$ cat config.mk
export PLATFORM = sky130hd
export DESIGN_NAME = axi_dac_jesd204_pattern_gen
export DESIGN_NICKNAME = d
export VERILOG_FILES = /design/src/rtl/axi_dac_jesd204_pattern_gen.sv
export SDC_FILE = /design/constraint.sdc
export NUM_CORES = 1
export LEC_CHECK = 0
export BUFFER_PORTS_ARGS = -buffer_cell sky130_fd_sc_hd__buf_2
export CELL_PAD_IN_SITES_DETAIL_PLACEMENT = 0
export CELL_PAD_IN_SITES_GLOBAL_PLACEMENT = 1
export CORE_ASPECT_RATIO = 1.4
export CORE_MARGIN = 1
export CORE_UTILIZATION = 44
export DETAILED_ROUTE_END_ITERATION = 16
export HOLD_SLACK_MARGIN = 0.15
export PLACE_DENSITY = 0.89
export SYNTH_ARGS = -nofsm -noshare
export SYNTH_HDL_FRONTEND = slang
export SYNTH_SLANG_ARGS = --single-unit
$ cat constraint.sdc
create_clock -name dac_clk -period 8.72 [get_ports dac_clk]
set_input_delay 1.744 -clock dac_clk [delete_from_list [all_inputs] [get_ports dac_clk]]
set_output_delay 1.744 -clock dac_clk [all_outputs]
set_load 0.02 [all_outputs]
$ cat src/rtl/axi_dac_jesd204_pattern_gen.sv
// Per-channel DAC transmit sample source for the JESD204 TX datapath.
// Selects DMA samples, zero, ramp, PN7 or PN15 patterns, applies the DAC
// data format and registers DATA_PATH_WIDTH samples per cycle toward the link.
// A one-cycle underflow pulse marks cycles where DMA was selected but empty.
module axi_dac_jesd204_pattern_gen #(
   parameter int DATA_PATH_WIDTH = 4,
   parameter bit DATAFMT_DISABLE = 1'b0
) (
   input  logic                          dac_clk,
   input  logic                          dac_rst,
   input  logic                          dac_enable,
   input  logic [3:0]                    dac_data_sel,
   input  logic                          dac_dfmt_type,
   input  logic [16*DATA_PATH_WIDTH-1:0] dac_ddata,
   input  logic                          dac_ddata_valid,
   output logic                          dac_dvalid,
   output logic                          dac_dunf,
   output logic [16*DATA_PATH_WIDTH-1:0] dac_data
);

   localparam int DPW = DATA_PATH_WIDTH;
   localparam int NB  = 16 * DPW;

   localparam logic [3:0] SEL_DMA  = 4'd0;
   localparam logic [3:0] SEL_RAMP = 4'd2;
   localparam logic [3:0] SEL_PN7  = 4'd3;
   localparam logic [3:0] SEL_PN15 = 4'd4;

   localparam logic [6:0]  PN7_SEED  = 7'h7F;
   localparam logic [14:0] PN15_SEED = 15'h7FFF;

   // PN7 (x^7+x^6+1) bits for one cycle; the first generated bit lands in
   // the MSB of sample 0, filling each sample MSB-first before the next.
   function automatic logic [NB-1:0] pn7_word(input logic [6:0] seed);
      logic [6:0]    s;
      logic          b;
      logic [NB-1:0] w;
      s = seed;
      w = '0;
      for (int i = 0; i < NB; i++) begin
         b = s[6] ^ s[5];
         s = {s[5:0], b};
         w[16*(i/16) + 15 - (i%16)] = b;
      end
      return w;
   endfunction

   // PN7 state after one cycle worth of steps.
   function automatic logic [6:0] pn7_adv(input logic [6:0] seed);
      logic [6:0] s;
      s = seed;
      for (int i = 0; i < NB; i++) begin
         s = {s[5:0], s[6] ^ s[5]};
      end
      return s;
   endfunction

   // PN15 (x^15+x^14+1) bits for one cycle, same bit ordering as PN7.
   function automatic logic [NB-1:0] pn15_word(input logic [14:0] seed);
      logic [14:0]   s;
      logic          b;
      logic [NB-1:0] w;
      s = seed;
      w = '0;
      for (int i = 0; i < NB; i++) begin
         b = s[14] ^ s[13];
         s = {s[13:0], b};
         w[16*(i/16) + 15 - (i%16)] = b;
      end
      return w;
   endfunction

   // PN15 state after one cycle worth of steps.
   function automatic logic [14:0] pn15_adv(input logic [14:0] seed);
      logic [14:0] s;
      s = seed;
      for (int i = 0; i < NB; i++) begin
         s = {s[13:0], s[14] ^ s[13]};
      end
      return s;
   endfunction

   // Offset binary is two's complement with each sample MSB inverted.
   function automatic logic [NB-1:0] fmt_word(input logic [NB-1:0] raw,
                                              input logic          obin);
      logic [NB-1:0] w;
      w = raw;
      for (int k = 0; k < DPW; k++) begin
         w[16*k + 15] = raw[16*k + 15] ^ obin;
      end
      return w;
   endfunction

   logic [3:0]    r_sel_d;
   logic          r_en_d;
   logic [15:0]   r_ramp_base;
   logic [6:0]    r_pn7;
   logic [14:0]   r_pn15;
   logic [NB-1:0] r_data;
   logic          r_dunf;

   logic          w_restart;
   logic          w_active;
   logic [15:0]   w_ramp_cur;
   logic [6:0]    w_pn7_cur;
   logic [14:0]   w_pn15_cur;
   logic [NB-1:0] w_raw;
   logic          w_unf;
   logic          w_obin;

   // A source change or an enable rising edge restarts the selected
   // generator from its seed in the same cycle it is first used.
   assign w_restart  = (dac_data_sel != r_sel_d) | (dac_enable & ~r_en_d);
   assign w_active   = dac_enable;
   assign w_ramp_cur = w_restart ? 16'h0000  : r_ramp_base;
   assign w_pn7_cur  = w_restart ? PN7_SEED  : r_pn7;
   assign w_pn15_cur = w_restart ? PN15_SEED : r_pn15;
   assign w_obin     = dac_dfmt_type & ~DATAFMT_DISABLE;

   assign dac_dvalid = ~dac_rst & dac_enable & (dac_data_sel == SEL_DMA);
   assign dac_dunf   = r_dunf;
   assign dac_data   = r_data;

   // Pre-format sample mux; an empty DMA cycle sends zero and flags underflow.
   always_comb begin
      w_raw = '0;
      w_unf = 1'b0;
      if (w_active) begin
         case (dac_data_sel)
            SEL_DMA: begin
               if (dac_ddata_valid) begin
                  w_raw = dac_ddata;
               end else begin
                  w_unf = 1'b1;
               end
            end
            SEL_RAMP: begin
               for (int k = 0; k < DPW; k++) begin
                  w_raw[16*k +: 16] = w_ramp_cur + 16'(k);
               end
            end
            SEL_PN7:  w_raw = pn7_word(w_pn7_cur);
            SEL_PN15: w_raw = pn15_word(w_pn15_cur);
            default:  w_raw = '0;
         endcase
      end
   end

   // Output register, underflow pulse and restart-detection history.
   always_ff @(posedge dac_clk) begin
      if (dac_rst) begin
         r_data  <= '0;
         r_dunf  <= 1'b0;
         r_sel_d <= 4'd0;
         r_en_d  <= 1'b0;
      end else begin
         r_data  <= fmt_word(w_raw, w_obin);
         r_dunf  <= w_unf;
         r_sel_d <= dac_data_sel;
         r_en_d  <= dac_enable;
      end
   end

   // Pattern generators advance only while selected and enabled, else hold.
   always_ff @(posedge dac_clk) begin
      if (dac_rst) begin
         r_ramp_base <= 16'h0000;
         r_pn7       <= PN7_SEED;
         r_pn15      <= PN15_SEED;
      end else if (w_active) begin
         if (dac_data_sel == SEL_RAMP) begin
            r_ramp_base <= w_ramp_cur + 16'(DPW);
         end
         if (dac_data_sel == SEL_PN7) begin
            r_pn7 <= pn7_adv(w_pn7_cur);
         end
         if (dac_data_sel == SEL_PN15) begin
            r_pn15 <= pn15_adv(w_pn15_cur);
         end
      end
   end

endmodule

## Word level (Yosys, flattened, before mapping)

Cells that the tools add are included.

| word-level totals | value |
|---|---|
| register bits after elaboration | 108 |
| bits of input ports | 73 |
| word-level logic and storage cells | 169 |

| cells by class | value |
|---|---|
| add/sub/neg operators | 4 |
| equal/unequal tests | 4 |
| muxes and demuxes | 7 |
| bitwise logic cells | 140 |
| reductions and logical operators | 6 |

Operator list:

| cell | count |
|---|---|
| case mux 64 bit (4 select lines) | 1 |
| XOR 1 bit | 132 |
| two-way mux 64 bit | 2 |
| adder 16 x 2 -> 16 bit, second input constant | 2 |
| adder 16 x 1 -> 16 bit, second input constant | 1 |
| adder 16 x 3 -> 16 bit, second input constant | 1 |
| two-way mux 16 bit | 1 |
| two-way mux 15 bit | 1 |
| == test 4 x 2 -> 1 bit, second input constant | 2 |
| two-way mux 7 bit | 1 |
| AND reduction 2 bit | 3 |
| == test 4 x 3 -> 1 bit, second input constant | 1 |
| zero test 4 bit | 1 |
| inequality test 4 bit | 1 |
| NOT 1 bit | 4 |
| AND 1 bit | 3 |
| OR reduction 3 bit | 1 |
| OR reduction 2 bit | 1 |
| two-way mux 1 bit | 1 |
| bitwise OR 1 bit | 1 |

## Longest topological paths before layout

| depth | value |
|---|---|
| depth after elaboration | 18 |
| depth in mapped cells | 17 |
| mapped depth without buffers | 12 |

## Worst setup path before layout

Ideal clock, no wire load.

| timing path | value |
|---|---|
| kind | input-to-reg |
| start | in dac_data_sel[3] |
| end | reg r_data[31], in the netlist dac_data[31] |
| data arrival time | 4.538 ns |
| data required time | 8.648 ns |
| setup slack | 4.110 ns |
| stages | 17 |
| path buffers | 5 |
| path through | buf_6 -> xnor2_1 -> and3_1 -> buf_2 -> and2_4 -> buf_4 -> buf_2 -> nand2_1 -> inv_1 -> ha_1 -> clkbuf_1 -> nand3_1 -> nor4_1 -> nand4_1 -> xnor2_1 -> a2bb2oi_1 -> mux2i_1 |

RTL lines:

| item | RTL line | source |
|---|---|---|
| start, declared | 12 | `input logic [3:0] dac_data_sel,` |
| inequality test 4 bit | 113 | `assign w_restart = (dac_data_sel != r_sel_d) \| (dac_enable & ~r_en_d);` |
| bitwise OR 1 bit | 113 |  |
| two-way mux 16 bit | 115 | `assign w_ramp_cur = w_restart ? 16'h0000 : r_ramp_base;` |
| net w_ramp_cur[1] | 104 | `logic [15:0] w_ramp_cur;` |
| adder 16 x 1 -> 16 bit | 139 | `w_raw[16*k +: 16] = w_ramp_cur + 16'(k);` |
| case mux 64 bit (4 select lines) | 129 | `case (dac_data_sel)` |
| two-way mux 64 bit | 128 | `if (w_active) begin` |
| XOR 1 bit | 89 | `w[16*k + 15] = raw[16*k + 15] ^ obin;` |
| end signal, assigned | 157 | `r_data <= fmt_word(w_raw, w_obin);` |
| end, declared | 99 | `logic [NB-1:0] r_data;` |

The timed path passes the listed nets, and every way through them passes these cells.
A chain may end at the register's enable or synchronous reset.

## Final worst setup path

| timing path | value |
|---|---|
| start | in dac_data_sel[1] |
| end | reg r_data[31], in the netlist dac_data[31] |

The elaborated chain is that of the path after synthesis.

==> impl_summary.md <==
Clock network
The clock tree from TritonCTS is done. After clock tree synthesis, the clock-pin slew on the worst setup and hold paths is approximately 0.07 ns. The number of buffers on the longest clock path is 2. The total clock buffers created by CTS is 9. At the later pin of the worst-skew pair, clock insertion delay measures roughly 0.36 ns. The post-cts resize count is 0. CTS saw 108 sinks. In this run the clock root is driven by a sky130_fd_sc_hd__clkbuf_16.

The clock tree synthesis step divided the H-tree into 3 levels. Hold repair after CTS inserted 0 buffers. The number of setup buffers added after CTS is 0.

STA
The final-layout worst hold slack is 0.6184 ns. Static timing analysis puts the maximum clock frequency at 204.3 MHz. The number of failing hold endpoints at the final stage is 0. The setup clock skew after layout is about 0.0063 ns. The max-slew headroom at the worst pin is about 27%. Setup repair after global routing left no endpoint under its margin. The final period utilization is a little under three fifths.

The transition time at the pin with the least slew margin is ~1.1 ns. Setup violations remaining at the end of the flow were counted as 0. The clock period minus worst slack is a little under 5 ns. The final-layout setup total negative slack is 0 ns.

The final number of max-transition violations came to 0.

Drt
The routed wire length is ~27000 um. The post-detailed-route count of antenna-violating nets is 0. The iteration-0 DRC count of the detailed router is between 800 and 900. The average vias per placed instance is 6.136. Dividing the detail-routed wire length by the instance count gives approximately 23 um. For this block, the via count after detailed routing is around 7000. For this run, design rule violations remaining after detail routing come to 0. The number of iterations in the first detailed-routing pass is 6.

Floorplan
The row count is 54. The initial utilization of the core area, before any placement, comes to a little under half. The floorplan die height is about 150 um.

The number of top-level pins is roughly 140. The total area inside the core boundary comes to between 15000 and 20000 um2. The floorplan step defined a die boundary enclosing approximately 17000 um2. In this run the horizontal extent of the chip is 109.0 um.

Placement
The weighted congestion at the end of routability-driven global placement is around 0.96. Counting tap cells, the placed design contains a total of 1119 instances. The number of port buffers is ~140.

Once detailed placement completed, the half-perimeter wirelength came to 18760 um. The area after detailed placement is between 7000 and 8000 um2.

Layout
The diode insertion count for antenna repair is 0. The number of cells in the finished layout apart from fillers is 1134. Cells with a size suffix above 1 make up between 10% and 20% of the layout. The finished layout cell area is around 7900 um2.

The number of nets at the end of the flow is between 1000 and 1500. The area growth from synthesis to layout is 11.79%. The filler cells instantiated in the layout total 1574.

Synth
The post-synthesis cell count is ~880. After synthesis, the cell types taking the most area are sky130_fd_sc_hd__dfxtp_1, sky130_fd_sc_hd__xor2_1, sky130_fd_sc_hd__xnor2_1. Yosys mapped the design onto 52 distinct sky130hd cell types. In the synthesized netlist the dominant register cell turns out to be sky130_fd_sc_hd__dfxtp_1. The Yosys step of the flow raised 0 warnings.

The number of nets in the synthesized netlist is roughly 950. Of all cell types, the one taking the most synthesized area is sky130_fd_sc_hd__dfxtp_1. In this run the mean area of a mapped cell was between 8 and 9 um2.

The fraction of registers with async set/reset is 0%. The share of synthesized area occupied by flip-flops and latches is between 30 and 40%. The summed instance area of the synthesized netlist is between 7000 and 8000 um2.

The share of Yosys cell area claimed by the top area cell type is between 30% and 40%. In this run, synthesis inferred 0 flip-flops with an integrated enable. The synthesized design contains 108 register bits.

Power
The power per unit of standard cell area is between 100 and 150 nW/um2. In this run, the combinational gates consume a little under an eighth of the power. The share of total power dissipated in the clock network is between 40 and 50%. The switching power share of the total is between 20% and 30%. The cell internal power dissipation is between 700 and 800 uW. The design draws 1061 uW. The worst-case IR drop observed on VDD is just under 0.08 mV. The leakage power is about 0.003 uW. Of the total power, registers draw between 40% and 50%. Summed over all nets, the switching power comes to about 280 uW.

GRT
The overall routing resource usage is 32.38%. For this run the aggregate overflow at the end of global routing stands at 0. The largest net degree at the start of global routing is 65.

The number of antenna violations at the first check in global routing is 0. The number of global-route vias before repair is ~6300. The first global-routing pass estimated between 30000 and 40000 um of wire.

Critical path
The arrival time of the worst setup path is 5.19 ns. The critical path class is input pin to flop. The worst endpoint required time is about 9.0 ns. The kind of start point of the critical path is an input pin. STA classifies the critical path endpoint as a flop. The maximum net fanout on the critical path is 50.

Hold path
The class of the most critical hold timing path is flop to flop.

Status
The run finished with clean final reports.

Flow run
The tool flagged a number of max-cap violations equal to 0.
[Yosys cell counts, types with 2 or more instances]
master and count:
sky130_fd_sc_hd__dfxtp_1 108, sky130_fd_sc_hd__a21oi_1 93, sky130_fd_sc_hd__xor2_1 91, sky130_fd_sc_hd__nand2_1 89
sky130_fd_sc_hd__xnor2_1 81, sky130_fd_sc_hd__clkbuf_1 52, sky130_fd_sc_hd__nor2_1 51, sky130_fd_sc_hd__o21ai_0 40
sky130_fd_sc_hd__a22oi_1 38, sky130_fd_sc_hd__buf_2 33, sky130_fd_sc_hd__a31oi_1 22, sky130_fd_sc_hd__a222oi_1 15
sky130_fd_sc_hd__nand3_1 13, sky130_fd_sc_hd__or3_1 13, sky130_fd_sc_hd__a221oi_1 12, sky130_fd_sc_hd__and3_1 10
sky130_fd_sc_hd__nor2b_1 10, sky130_fd_sc_hd__a211o_1 9, sky130_fd_sc_hd__nor3_1 9, sky130_fd_sc_hd__buf_4 8
sky130_fd_sc_hd__inv_1 7, sky130_fd_sc_hd__and2_1 6, sky130_fd_sc_hd__mux2i_1 6, sky130_fd_sc_hd__ha_1 5
sky130_fd_sc_hd__xor2_2 5, sky130_fd_sc_hd__a22o_1 4, sky130_fd_sc_hd__nand2b_1 4, sky130_fd_sc_hd__nand4_1 4
sky130_fd_sc_hd__buf_6 3, sky130_fd_sc_hd__nor4_1 3, sky130_fd_sc_hd__o31ai_1 3, sky130_fd_sc_hd__or2_2 3
sky130_fd_sc_hd__a211oi_1 2, sky130_fd_sc_hd__a2bb2oi_1 2, sky130_fd_sc_hd__a32oi_1 2, sky130_fd_sc_hd__buf_1 2
sky130_fd_sc_hd__nand3b_1 2, sky130_fd_sc_hd__o22ai_1 2
[registers in the layout, summed over array words and instances, names as in the netlist]
name         flops
r_pn15          15
dac_data        64
r_pn7            7
dac_dunf         1
r_ramp_base     16
r_en_d           1
r_sel_d          4
[path summary, 6_finish.rpt]
kind              cells past startpoint                            to  slack, ns                          from
setup reg to reg                     12       dac_data[31]$_SDFF_PP0_       5.12         r_sel_d[3]$_SDFF_PP0_
hold reg to reg                       2  r_ramp_base[15]$_SDFFE_PP0P_       0.62  r_ramp_base[15]$_SDFFE_PP0P_
hold / removal                        2  r_ramp_base[15]$_SDFFE_PP0P_       0.62  r_ramp_base[15]$_SDFFE_PP0P_
setup / recovery                     13       dac_data[31]$_SDFF_PP0_       3.83               dac_data_sel[1]
[stage by stage]
stage | setup WS, ns | util, %
global placement | 3.644 | 48.55
finish | 3.825 | 50.49
CTS | 3.907 | 50.49
global route | 3.552 | 50.49
floorplan | 4.110 | -
detailed placement | 3.559 | 48.55
[cells in the final DEF (no fill, tap or decap), drive strengths merged, types with 3 or more instances in the layout]
| master | count |
|---|---|
| a221oi | 12 |
| nand3 | 13 |
| nor2b | 10 |
| o31ai | 3 |
| clkbuf | 12 |
| o21ai | 41 |
| nor4 | 4 |
| and2 | 7 |
| a211o | 9 |
| or3 | 13 |
| and3 | 10 |
| nand4 | 4 |
| buf | 145 |
| nor3 | 9 |
| mux2i | 6 |
| a222oi | 15 |
| a31oi | 22 |
| nand2 | 89 |
| inv | 7 |
| a22oi | 38 |
| dfxtp | 108 |
| xnor2 | 81 |
| a21oi | 93 |
| ha | 5 |
| nand2b | 4 |
| or2 | 3 |
| nor2 | 53 |
| a22o | 4 |
| xor2 | 97 |
[critical path, cell delays in order]
cell,delay [ns]
sky130_fd_sc_hd__buf_2,0.22
sky130_fd_sc_hd__xnor2_1,0.17
sky130_fd_sc_hd__and3_1,0.31
sky130_fd_sc_hd__and2_4,0.59
sky130_fd_sc_hd__nand2_1,0.20
sky130_fd_sc_hd__inv_1,0.12
sky130_fd_sc_hd__ha_1,0.30
sky130_fd_sc_hd__nand3_1,0.27
sky130_fd_sc_hd__nor4_1,0.50
sky130_fd_sc_hd__nand4_1,0.18
sky130_fd_sc_hd__xnor2_1,0.16
sky130_fd_sc_hd__a2bb2oi_1,0.20
sky130_fd_sc_hd__mux2i_1,0.21
[logic make-up (layout without fill, tap and decap cells)]
logic type,count (synthesis),count (layout),synth area share [%]
XOR/XNOR,178,178,22.91
multiplexers,6,6,0.8520
flip-flops,108,108,30.67
buffers and inverters,105,167,6.922
AO/OA/AOI/OAI,247,247,22.19
AND/OR/NAND/NOR,227,227,15.57
adder cells (fa/ha/maj),5,5,0.8875
[cell type report]
cell class | instances | area, um2 | area share (%)
multi-input combinational | 663 | 4400 | 55.84
sequential | 108 | 2162 | 27.44
timing repair buffer | 145 | 743.2 | 9.432
clock buffer | 12 | 256.5 | 3.255
tap | 196 | 245.2 | 3.112
clock inverter | 3 | 46.29 | 0.5875
inverter | 7 | 26.28 | 0.3334
[power by group through the flow]
stage / combinational [uW] / sequential [uW] / clock (uW)
after CTS: 119 / 508 / 433
after floorplan: 82.8 / 514 / 0
after global routing: 129 / 509 / 453
after detailed placement: 118 / 520 / 0
after global placement: 118 / 520 / 0
final: 121 / 509 / 431
[metal layers]
layer	track usage, %	up-vias	part of all wire [%]
met5	0	-	0
met4	21.82	0	7.0
met3	4.320	95	8.4
met2	50.53	467	46
met1	41.19	3248	39
li1	-	3148	-
Power figures use the tool's default switching activity.
